===== config.mk =====
export PLATFORM = sky130hd
export DESIGN_NAME = ahb_master_port_flat
export DESIGN_NICKNAME = d
export VERILOG_FILES = /design/src/rtl/ahb_pkg.sv /design/src/rtl/ahb_master_port_if.sv /design/src/rtl/ahb_wait_timer.sv /design/src/rtl/ahb_master_port.sv /design/src/flat_wrapper.sv
export SDC_FILE = /design/constraint.sdc
export NUM_CORES = 1
export LEC_CHECK = 0
export BUFFER_PORTS_ARGS = -buffer_cell sky130_fd_sc_hd__buf_4
export CORE_ASPECT_RATIO = 0.8
export CORE_UTILIZATION = 45
export CTS_CLUSTER_SIZE = 28
export DETAILED_ROUTE_END_ITERATION = 10
export PLACE_DENSITY = 0.82
export SLEW_MARGIN = 0
export SYNTH_ARGS = -nofsm -noshare
export SYNTH_HDL_FRONTEND = slang
export SYNTH_SLANG_ARGS = --single-unit
export TNS_END_PERCENT = 1

===== constraint.sdc =====
create_clock -name clk -period 4.6 [get_ports clk]
set_clock_uncertainty 0.1 [all_clocks]
set_input_delay 0.23 -clock clk [delete_from_list [all_inputs] [get_ports clk]]
set_output_delay 0.23 -clock clk [all_outputs]
set_load 0.02 [all_outputs]

===== src/rtl/ahb_pkg.sv =====
// Shared AHB-lite types and constants for the core-side master port.
// Transfer encodings, region tags, master FSM states and the alignment rule.
package ahb_pkg;

   typedef enum logic [1:0] {
      HTRANS_IDLE   = 2'b00,
      HTRANS_BUSY   = 2'b01,
      HTRANS_NONSEQ = 2'b10,
      HTRANS_SEQ    = 2'b11
   } htrans_t;

   localparam logic [2:0] HSIZE_BYTE    = 3'b000;
   localparam logic [2:0] HSIZE_HALF    = 3'b001;
   localparam logic [2:0] HSIZE_WORD    = 3'b010;
   localparam logic [2:0] HBURST_SINGLE = 3'b000;

   localparam logic [7:0] ROM_REGION = 8'hA0;
   localparam logic [7:0] RAM_REGION = 8'hB0;

   typedef enum logic [2:0] {
      ST_IDLE,
      ST_ADDR,
      ST_DATA,
      ST_RESP,
      ST_ERR
   } mst_state_t;

   // Size 3 has no legal encoding, so it never passes.
   function automatic logic is_aligned(input logic [1:0] size, input logic [1:0] addr_lsb);
      logic ok;
      ok = 1'b0;
      if ({1'b0, size} == HSIZE_BYTE)      ok = 1'b1;
      else if ({1'b0, size} == HSIZE_HALF) ok = ~addr_lsb[0];
      else if ({1'b0, size} == HSIZE_WORD) ok = (addr_lsb == 2'b00);
      return ok;
   endfunction

endpackage


===== src/rtl/ahb_master_port_if.sv =====
// Core request/response handshake plus AHB-lite master bus, bundled as one interface.
// The master modport is the port block's view; slave is the core+bus-slave view.
interface ahb_master_port_if #(
   parameter int ADDR_W = 32,
   parameter int DATA_W = 32
);
   logic              req_valid;
   logic              req_ready;
   logic              req_write;
   logic              req_fetch;
   logic [1:0]        req_size;
   logic [ADDR_W-1:0] req_addr;
   logic [DATA_W-1:0] req_wdata;

   logic              rsp_valid;
   logic              rsp_err;
   logic [DATA_W-1:0] rsp_rdata;

   logic [ADDR_W-1:0] haddr;
   logic [1:0]        htrans;
   logic              hwrite;
   logic [2:0]        hsize;
   logic [2:0]        hburst;
   logic [3:0]        hprot;
   logic [DATA_W-1:0] hwdata;
   logic [DATA_W-1:0] hrdata;
   logic              hready;
   logic              hresp;

   modport master (
      input  req_valid, req_write, req_fetch, req_size, req_addr, req_wdata,
      input  hrdata, hready, hresp,
      output req_ready, rsp_valid, rsp_err, rsp_rdata,
      output haddr, htrans, hwrite, hsize, hburst, hprot, hwdata
   );

   modport slave (
      output req_valid, req_write, req_fetch, req_size, req_addr, req_wdata,
      output hrdata, hready, hresp,
      input  req_ready, rsp_valid, rsp_err, rsp_rdata,
      input  haddr, htrans, hwrite, hsize, hburst, hprot, hwdata
   );
endinterface


===== src/rtl/ahb_wait_timer.sv =====
// Data-phase wait-state counter; flags the cycle on which the wait limit is reached.
// Only instantiated when AHB_TIMEOUT_EN is defined.
module ahb_wait_timer #(
   parameter int LIMIT = 16
) (
   input  logic clk,
   input  logic reset,
   input  logic run,
   input  logic stall,
   output logic expired
);
   localparam int CW = $clog2(LIMIT + 1);

   logic [CW-1:0] count_reg;

   always_ff @(posedge clk or posedge reset) begin
      if (reset) begin
         count_reg <= '0;
      end else if (!run) begin
         count_reg <= '0;
      end else if (stall) begin
         count_reg <= count_reg + CW'(1);
      end
   end

   // Fires during the stall cycle that brings the count up to LIMIT.
   assign expired = run && stall && (count_reg == CW'(LIMIT - 1));

endmodule


===== src/rtl/ahb_master_port.sv =====
// Single-transfer AHB-lite initiator for the core memory handshake.
// Optional data-phase timeout is enabled by defining AHB_TIMEOUT_EN.
module ahb_master_port
   import ahb_pkg::*;
#(
   parameter int ADDR_W         = 32,
   parameter int DATA_W         = 32,
   parameter int TIMEOUT_CYCLES = 16
) (
   input logic               clk,
   input logic               reset,
   ahb_master_port_if.master bus
);

   if (TIMEOUT_CYCLES < 1) begin : g_bad_timeout
      $error("TIMEOUT_CYCLES must be at least 1");
   end

   mst_state_t        state_reg, state_next;
   logic [ADDR_W-1:0] addr_reg;
   logic              write_reg;
   logic              fetch_reg;
   logic [1:0]        size_reg;
   logic [DATA_W-1:0] wdata_reg;

   logic              req_ready_reg;
   logic              rsp_valid_reg;
   logic              rsp_err_reg, rsp_err_next;
   logic [DATA_W-1:0] rsp_rdata_reg, rsp_rdata_next;
   logic [DATA_W-1:0] hwdata_reg;
   htrans_t           htrans_reg;

   logic aligned;
   logic latch_en;
   logic timeout;

   assign aligned = is_aligned(bus.req_size, bus.req_addr[1:0]);

`ifdef AHB_TIMEOUT_EN
   ahb_wait_timer #(
      .LIMIT (TIMEOUT_CYCLES)
   ) u_wait_timer (
      .clk     (clk),
      .reset   (reset),
      .run     (state_reg == ST_DATA),
      .stall   (!bus.hready),
      .expired (timeout)
   );
`else
   assign timeout = 1'b0;
`endif

   always_comb begin
      state_next     = state_reg;
      latch_en       = 1'b0;
      rsp_err_next   = rsp_err_reg;
      rsp_rdata_next = rsp_rdata_reg;
      unique case (state_reg)
         // RESP and ERR accept a new request exactly like IDLE.
         ST_IDLE, ST_RESP, ST_ERR: begin
            if (bus.req_valid) begin
               if (aligned) begin
                  latch_en   = 1'b1;
                  state_next = ST_ADDR;
               end else begin
                  state_next     = ST_ERR;
                  rsp_err_next   = 1'b1;
                  rsp_rdata_next = '0;
               end
            end else begin
               state_next = ST_IDLE;
            end
         end
         ST_ADDR: begin
            if (bus.hready) state_next = ST_DATA;
         end
         ST_DATA: begin
            if (bus.hready) begin
               state_next     = ST_RESP;
               rsp_err_next   = bus.hresp;
               rsp_rdata_next = (!write_reg && !bus.hresp) ? bus.hrdata : '0;
            end else if (timeout) begin
               state_next     = ST_RESP;
               rsp_err_next   = 1'b1;
               rsp_rdata_next = '0;
            end
         end
         default: state_next = ST_IDLE;
      endcase
   end

   always_ff @(posedge clk or posedge reset) begin
      if (reset) begin
         state_reg     <= ST_IDLE;
         addr_reg      <= '0;
         write_reg     <= 1'b0;
         fetch_reg     <= 1'b0;
         size_reg      <= 2'b00;
         wdata_reg     <= '0;
         req_ready_reg <= 1'b1;
         rsp_valid_reg <= 1'b0;
         rsp_err_reg   <= 1'b0;
         rsp_rdata_reg <= '0;
         htrans_reg    <= HTRANS_IDLE;
         hwdata_reg    <= '0;
      end else begin
         state_reg <= state_next;
         if (latch_en) begin
            addr_reg  <= bus.req_addr;
            write_reg <= bus.req_write;
            fetch_reg <= bus.req_fetch;
            size_reg  <= bus.req_size;
            wdata_reg <= bus.req_wdata;
         end
         // Output registers are loaded from the next state so they line up with it.
         req_ready_reg <= (state_next inside {ST_IDLE, ST_RESP, ST_ERR});
         rsp_valid_reg <= (state_next inside {ST_RESP, ST_ERR});
         rsp_err_reg   <= rsp_err_next;
         rsp_rdata_reg <= rsp_rdata_next;
         htrans_reg    <= (state_next == ST_ADDR) ? HTRANS_NONSEQ : HTRANS_IDLE;
         hwdata_reg    <= (state_next == ST_DATA && write_reg) ? wdata_reg : '0;
      end
   end

   assign bus.req_ready = req_ready_reg;
   assign bus.rsp_valid = rsp_valid_reg;
   assign bus.rsp_err   = rsp_err_reg;
   assign bus.rsp_rdata = rsp_rdata_reg;
   assign bus.haddr     = addr_reg;
   assign bus.htrans    = htrans_reg;
   assign bus.hwrite    = write_reg;
   assign bus.hsize     = {1'b0, size_reg};
   assign bus.hburst    = HBURST_SINGLE;
   assign bus.hprot     = {3'b001, ~fetch_reg};
   assign bus.hwdata    = hwdata_reg;

endmodule

===== src/flat_wrapper.sv =====
// flat-port wrapper written by rule: the top's interface ports become plain ports
module ahb_master_port_flat import ahb_pkg::*;
#(
   parameter int ADDR_W         = 32,
   parameter int DATA_W         = 32,
   parameter int TIMEOUT_CYCLES = 16
)
  (clk, reset, bus_req_valid, bus_req_write, bus_req_fetch, bus_req_size, bus_req_addr, bus_req_wdata, bus_hrdata, bus_hready, bus_hresp, bus_req_ready, bus_rsp_valid, bus_rsp_err, bus_rsp_rdata, bus_haddr, bus_htrans, bus_hwrite, bus_hsize, bus_hburst, bus_hprot, bus_hwdata);
  ahb_master_port_if #(.ADDR_W(ADDR_W), .DATA_W(DATA_W)) bus_i ();
  input logic clk;
  input logic reset;
  input wire logic [$bits(bus_i.req_valid)-1:0] bus_req_valid;
  input wire logic [$bits(bus_i.req_write)-1:0] bus_req_write;
  input wire logic [$bits(bus_i.req_fetch)-1:0] bus_req_fetch;
  input wire logic [$bits(bus_i.req_size)-1:0] bus_req_size;
  input wire logic [$bits(bus_i.req_addr)-1:0] bus_req_addr;
  input wire logic [$bits(bus_i.req_wdata)-1:0] bus_req_wdata;
  input wire logic [$bits(bus_i.hrdata)-1:0] bus_hrdata;
  input wire logic [$bits(bus_i.hready)-1:0] bus_hready;
  input wire logic [$bits(bus_i.hresp)-1:0] bus_hresp;
  output wire logic [$bits(bus_i.req_ready)-1:0] bus_req_ready;
  output wire logic [$bits(bus_i.rsp_valid)-1:0] bus_rsp_valid;
  output wire logic [$bits(bus_i.rsp_err)-1:0] bus_rsp_err;
  output wire logic [$bits(bus_i.rsp_rdata)-1:0] bus_rsp_rdata;
  output wire logic [$bits(bus_i.haddr)-1:0] bus_haddr;
  output wire logic [$bits(bus_i.htrans)-1:0] bus_htrans;
  output wire logic [$bits(bus_i.hwrite)-1:0] bus_hwrite;
  output wire logic [$bits(bus_i.hsize)-1:0] bus_hsize;
  output wire logic [$bits(bus_i.hburst)-1:0] bus_hburst;
  output wire logic [$bits(bus_i.hprot)-1:0] bus_hprot;
  output wire logic [$bits(bus_i.hwdata)-1:0] bus_hwdata;
  assign bus_i.req_valid = bus_req_valid;
  assign bus_i.req_write = bus_req_write;
  assign bus_i.req_fetch = bus_req_fetch;
  assign bus_i.req_size = bus_req_size;
  assign bus_i.req_addr = bus_req_addr;
  assign bus_i.req_wdata = bus_req_wdata;
  assign bus_i.hrdata = bus_hrdata;
  assign bus_i.hready = bus_hready;
  assign bus_i.hresp = bus_hresp;
  assign bus_req_ready = bus_i.req_ready;
  assign bus_rsp_valid = bus_i.rsp_valid;
  assign bus_rsp_err = bus_i.rsp_err;
  assign bus_rsp_rdata = bus_i.rsp_rdata;
  assign bus_haddr = bus_i.haddr;
  assign bus_htrans = bus_i.htrans;
  assign bus_hwrite = bus_i.hwrite;
  assign bus_hsize = bus_i.hsize;
  assign bus_hburst = bus_i.hburst;
  assign bus_hprot = bus_i.hprot;
  assign bus_hwdata = bus_i.hwdata;
  ahb_master_port #(.ADDR_W(ADDR_W), .DATA_W(DATA_W), .TIMEOUT_CYCLES(TIMEOUT_CYCLES)) u_core (.clk(clk), .reset(reset), .bus(bus_i));
endmodule

==> impl_metrics.env <==
export IMPL_syn_area_sq_mm=0.00615
export IMPL_critical_path_top_delay_family="simple AND/OR/NAND/NOR gates"
export IMPL_cts_sinks=139
export IMPL_dr_pass1_iters=4
export IMPL_route_vias_total=4738
export IMPL_cts_tree="done"
export IMPL_critical_path_arrival_ns=2.88
export IMPL_yosysWarnings=0
export IMPL_hp_class="input port to flip-flop"
export IMPL_grt_max_degree=98
export IMPL_wirelength_um=16600
export IMPL_core_sq_mm=0.0131
export IMPL_setup_viol=0
export IMPL_rsz0062_at_grt="false"
export IMPL_synth_area_mux_share=0.137
export IMPL_cts_root_buf="clkbuf_16"
export IMPL_leakagePower_nw=4.39
export IMPL_yosys_cell_types_count=39
export IMPL_slowest_delay_ns=0.55
export IMPL_synth_adder_area_share=0
export IMPL_grt_overflow=0
export IMPL_synth_simple_area_share=0.0728
export IMPL_worst_pin_slew_ns=1.31
export IMPL_numCtsBuffers=17
export IMPL_syn_avg_cell_area_sq_um=12.7
export IMPL_ant_nets=0
export IMPL_hpwl_um=9700
export IMPL_layout_common_cells="buf_4, dfrtp_1, dlygate4sd3_1"
export IMPL_grt_usage=0.244
export IMPL_grt_pass1_wl_um=26200
export IMPL_synth_top_family_by_area="compound AO/OA/AOI/OAI gates"
export IMPL_grt_pass1_vias=4888
export IMPL_clk_latency_ns=0.42
export IMPL_cp_required_ns=4.79
export IMPL_yosys_area_share_xor_xnor=0
export IMPL_layout_commonest_cell="buf_4"
export IMPL_fillers=897
export IMPL_route_detailed_drc=0
export IMPL_cts_buffer_depth=2
export IMPL_die_area_sq_mm=0.0142
export IMPL_cts_resized=0
export IMPL_gp_congestion=0.773
export IMPL_io_pins=217
export IMPL_start_util=0.470
export IMPL_drive_above_1_share=0.462
export IMPL_rows=37
export IMPL_synth_seq_cells=139
export IMPL_dp_cells=833
export IMPL_critPathLaunchType="flip-flop"
export IMPL_postSynthCellCount=484
export IMPL_vdd_drop_max_mv=0.366
export IMPL_crit_slowest_cell="buf_4"
export IMPL_maxCapViolations=0
export IMPL_via_per_inst=5.07
export IMPL_port_buffers=208
export IMPL_wire_per_inst_um=17.7
export IMPL_layout_cells_non_filler=934
export IMPL_regArea_sq_mm=0.00348
export IMPL_status="finished clean"
export IMPL_hold_violations=0
export IMPL_seq_area_frac_synth=0.565
export IMPL_fmax_mhz=371
export IMPL_slew_limit_headroom=0.126
export IMPL_cp_max_fo=39
export IMPL_fin_crit_ns=2.69
export IMPL_period_share=0.585
export IMPL_clkTransAtPathRegs_ns=0.06
export IMPL_antenna_found_initial=1
export IMPL_drtIter0Drc=212
export IMPL_die_h_um=107
export IMPL_synth_compound_area_frac=0.157
export IMPL_power_density_mw_per_mm2=660
export IMPL_cp_cell_sequence="and3b_1, or2_2, nand3_4, buf_4, mux2_2"
export IMPL_htreeDepth=4
export IMPL_end_kind="flip-flop"
export IMPL_final_setup_tns_ns=0
export IMPL_maxSlewViolCount=0
export IMPL_die_x_um=133
export IMPL_multi_input_area_sq_mm=0.00230
export IMPL_worst_path_buf_inv=1
export IMPL_final_nets=851
export IMPL_area_growth_pct=46.2
export IMPL_critical_path_class="flip-flop to flip-flop"
-- layer usage --
metal,part of all wire,wire length (um),track usage,vias to the layer above
met3,0.049,808,0.0544,25
met2,0.53,8810,0.425,183
met1,0.40,6650,0.295,2343
li1,-,-,-,2187
met4,0.017,284,0.100,0
met5,0,0,0,-
-- power breakdown --
group | total [mW] | switching [mW] | leakage, nW | internal, mW
Sequential | 2.08 | 0.332 | 1.72 | 1.75
Combinational | 2.54 | 1.34 | 2.41 | 1.20
Clock | 1.32 | 0.539 | 0.271 | 0.778
Total | 5.94 | 2.21 | 4.39 | 3.73
-- per-stage QoR --
| step | util | hold slack, ns | setup slack, ns | area, sq um | total power, mW |
|---|---|---|---|---|---|
| after detailed placement | 0.590 | 0.357 | 1.94 | 7730 | 4.56 |
| after global placement | 0.590 | 0.354 | 2.04 | 7730 | 4.45 |
| after CTS | 0.686 | 0.0328 | 1.94 | 8990 | 5.94 |
| after floorplan | - | 0.279 | 0.547 | 6180 | 3.68 |
| final | 0.687 | 0.0491 | 1.91 | 9000 | 5.94 |
| after global routing | 0.687 | 0.0445 | 1.82 | 9000 | 6.25 |
-- final cells by class --
cell class	count	share of cell area
tap	175	0.0243
multi-input combinational	270	0.256
clock inverter	11	0.0125
sequential	139	0.387
timing repair buffer	281	0.254
clock buffer	20	0.0507
inverter	37	0.0160
antenna	1	0.000278
-- worst paths after layout --
kind / start / endpoint / slack [ns] / depth (start not counted)
worst max-delay path: u_core.state_reg[1] / u_core.bus.haddr[4] / 1.91 / 5
worst min-delay path: bus_hresp / u_core.bus.rsp_err / 0.05 / 3
worst max register to register: u_core.state_reg[1] / u_core.bus.haddr[4] / 1.91 / 5
worst min register to register: u_core.wdata_reg[30] / u_core.bus.hwdata[30] / 0.36 / 1
max in group asynchronous: reset / u_core.bus.hwdata[9] / 2.81 / 4
min in group asynchronous: reset / u_core.bus.hwdata[0] / 0.45 / 3
-- cells by family (layout without fill, tap and decap cells) --
family	after synthesis	in the layout
AO/OA/AOI/OAI	110	110
buffers and inverters	81	349
other	2	9
multiplexers	68	68
AND/OR/NAND/NOR	84	84
flip-flops	139	139
-- synth_stat cells --
library cell | n | share of area
o211ai_1 | 1 | 0.0012
dfstp_2 | 1 | 0.0043
and2_1 | 32 | 0.033
o21ai_2 | 1 | 0.0014
a21oi_1 | 3 | 0.0024
o221ai_1 | 1 | 0.0014
o21ai_0 | 33 | 0.027
nand2_1 | 1 | 0.00061
a21o_1 | 32 | 0.039
and3b_1 | 1 | 0.0014
buf_4 | 14 | 0.017
buf_8 | 2 | 0.0049
nor2b_1 | 1 | 0.0010
or2_2 | 1 | 0.0010
o32a_1 | 1 | 0.0016
a31oi_1 | 1 | 0.0010
mux2_4 | 20 | 0.049
a221oi_1 | 4 | 0.0057
mux2_2 | 48 | 0.088
nand3_1 | 1 | 0.00081
or3b_2 | 1 | 0.0014
nor2_1 | 38 | 0.023
o21a_1 | 1 | 0.0012
nand4bb_1 | 1 | 0.0018
nand3b_1 | 1 | 0.0012
nand3_4 | 1 | 0.0028
inv_1 | 37 | 0.023
a21boi_1 | 1 | 0.0012
buf_2 | 4 | 0.0033
a21oi_2 | 1 | 0.0014
nor3_1 | 1 | 0.00081
buf_6 | 4 | 0.0073
dfrtp_1 | 138 | 0.56
conb_1 | 2 | 0.0012
o31a_1 | 1 | 0.0014
nand2b_1 | 3 | 0.0030
or2_1 | 1 | 0.0010
clkbuf_1 | 20 | 0.012
a221oi_2 | 29 | 0.071
-- worst register-to-register path: stages, from the launching register on --
cell	delay (ns)
dfrtp_1	0.47
and3b_1	0.25
or2_2	0.34
nand3_4	0.45
buf_4	0.55
mux2_2	0.42
-- timing repair --
item | CTS | global route
setup endpoints to repair | 0 | 0
hold buffers | 69 | 0
buffers inserted | 0 | 0
hold endpoints to repair | 163 | 0
(Power assumes the default switching activity.)
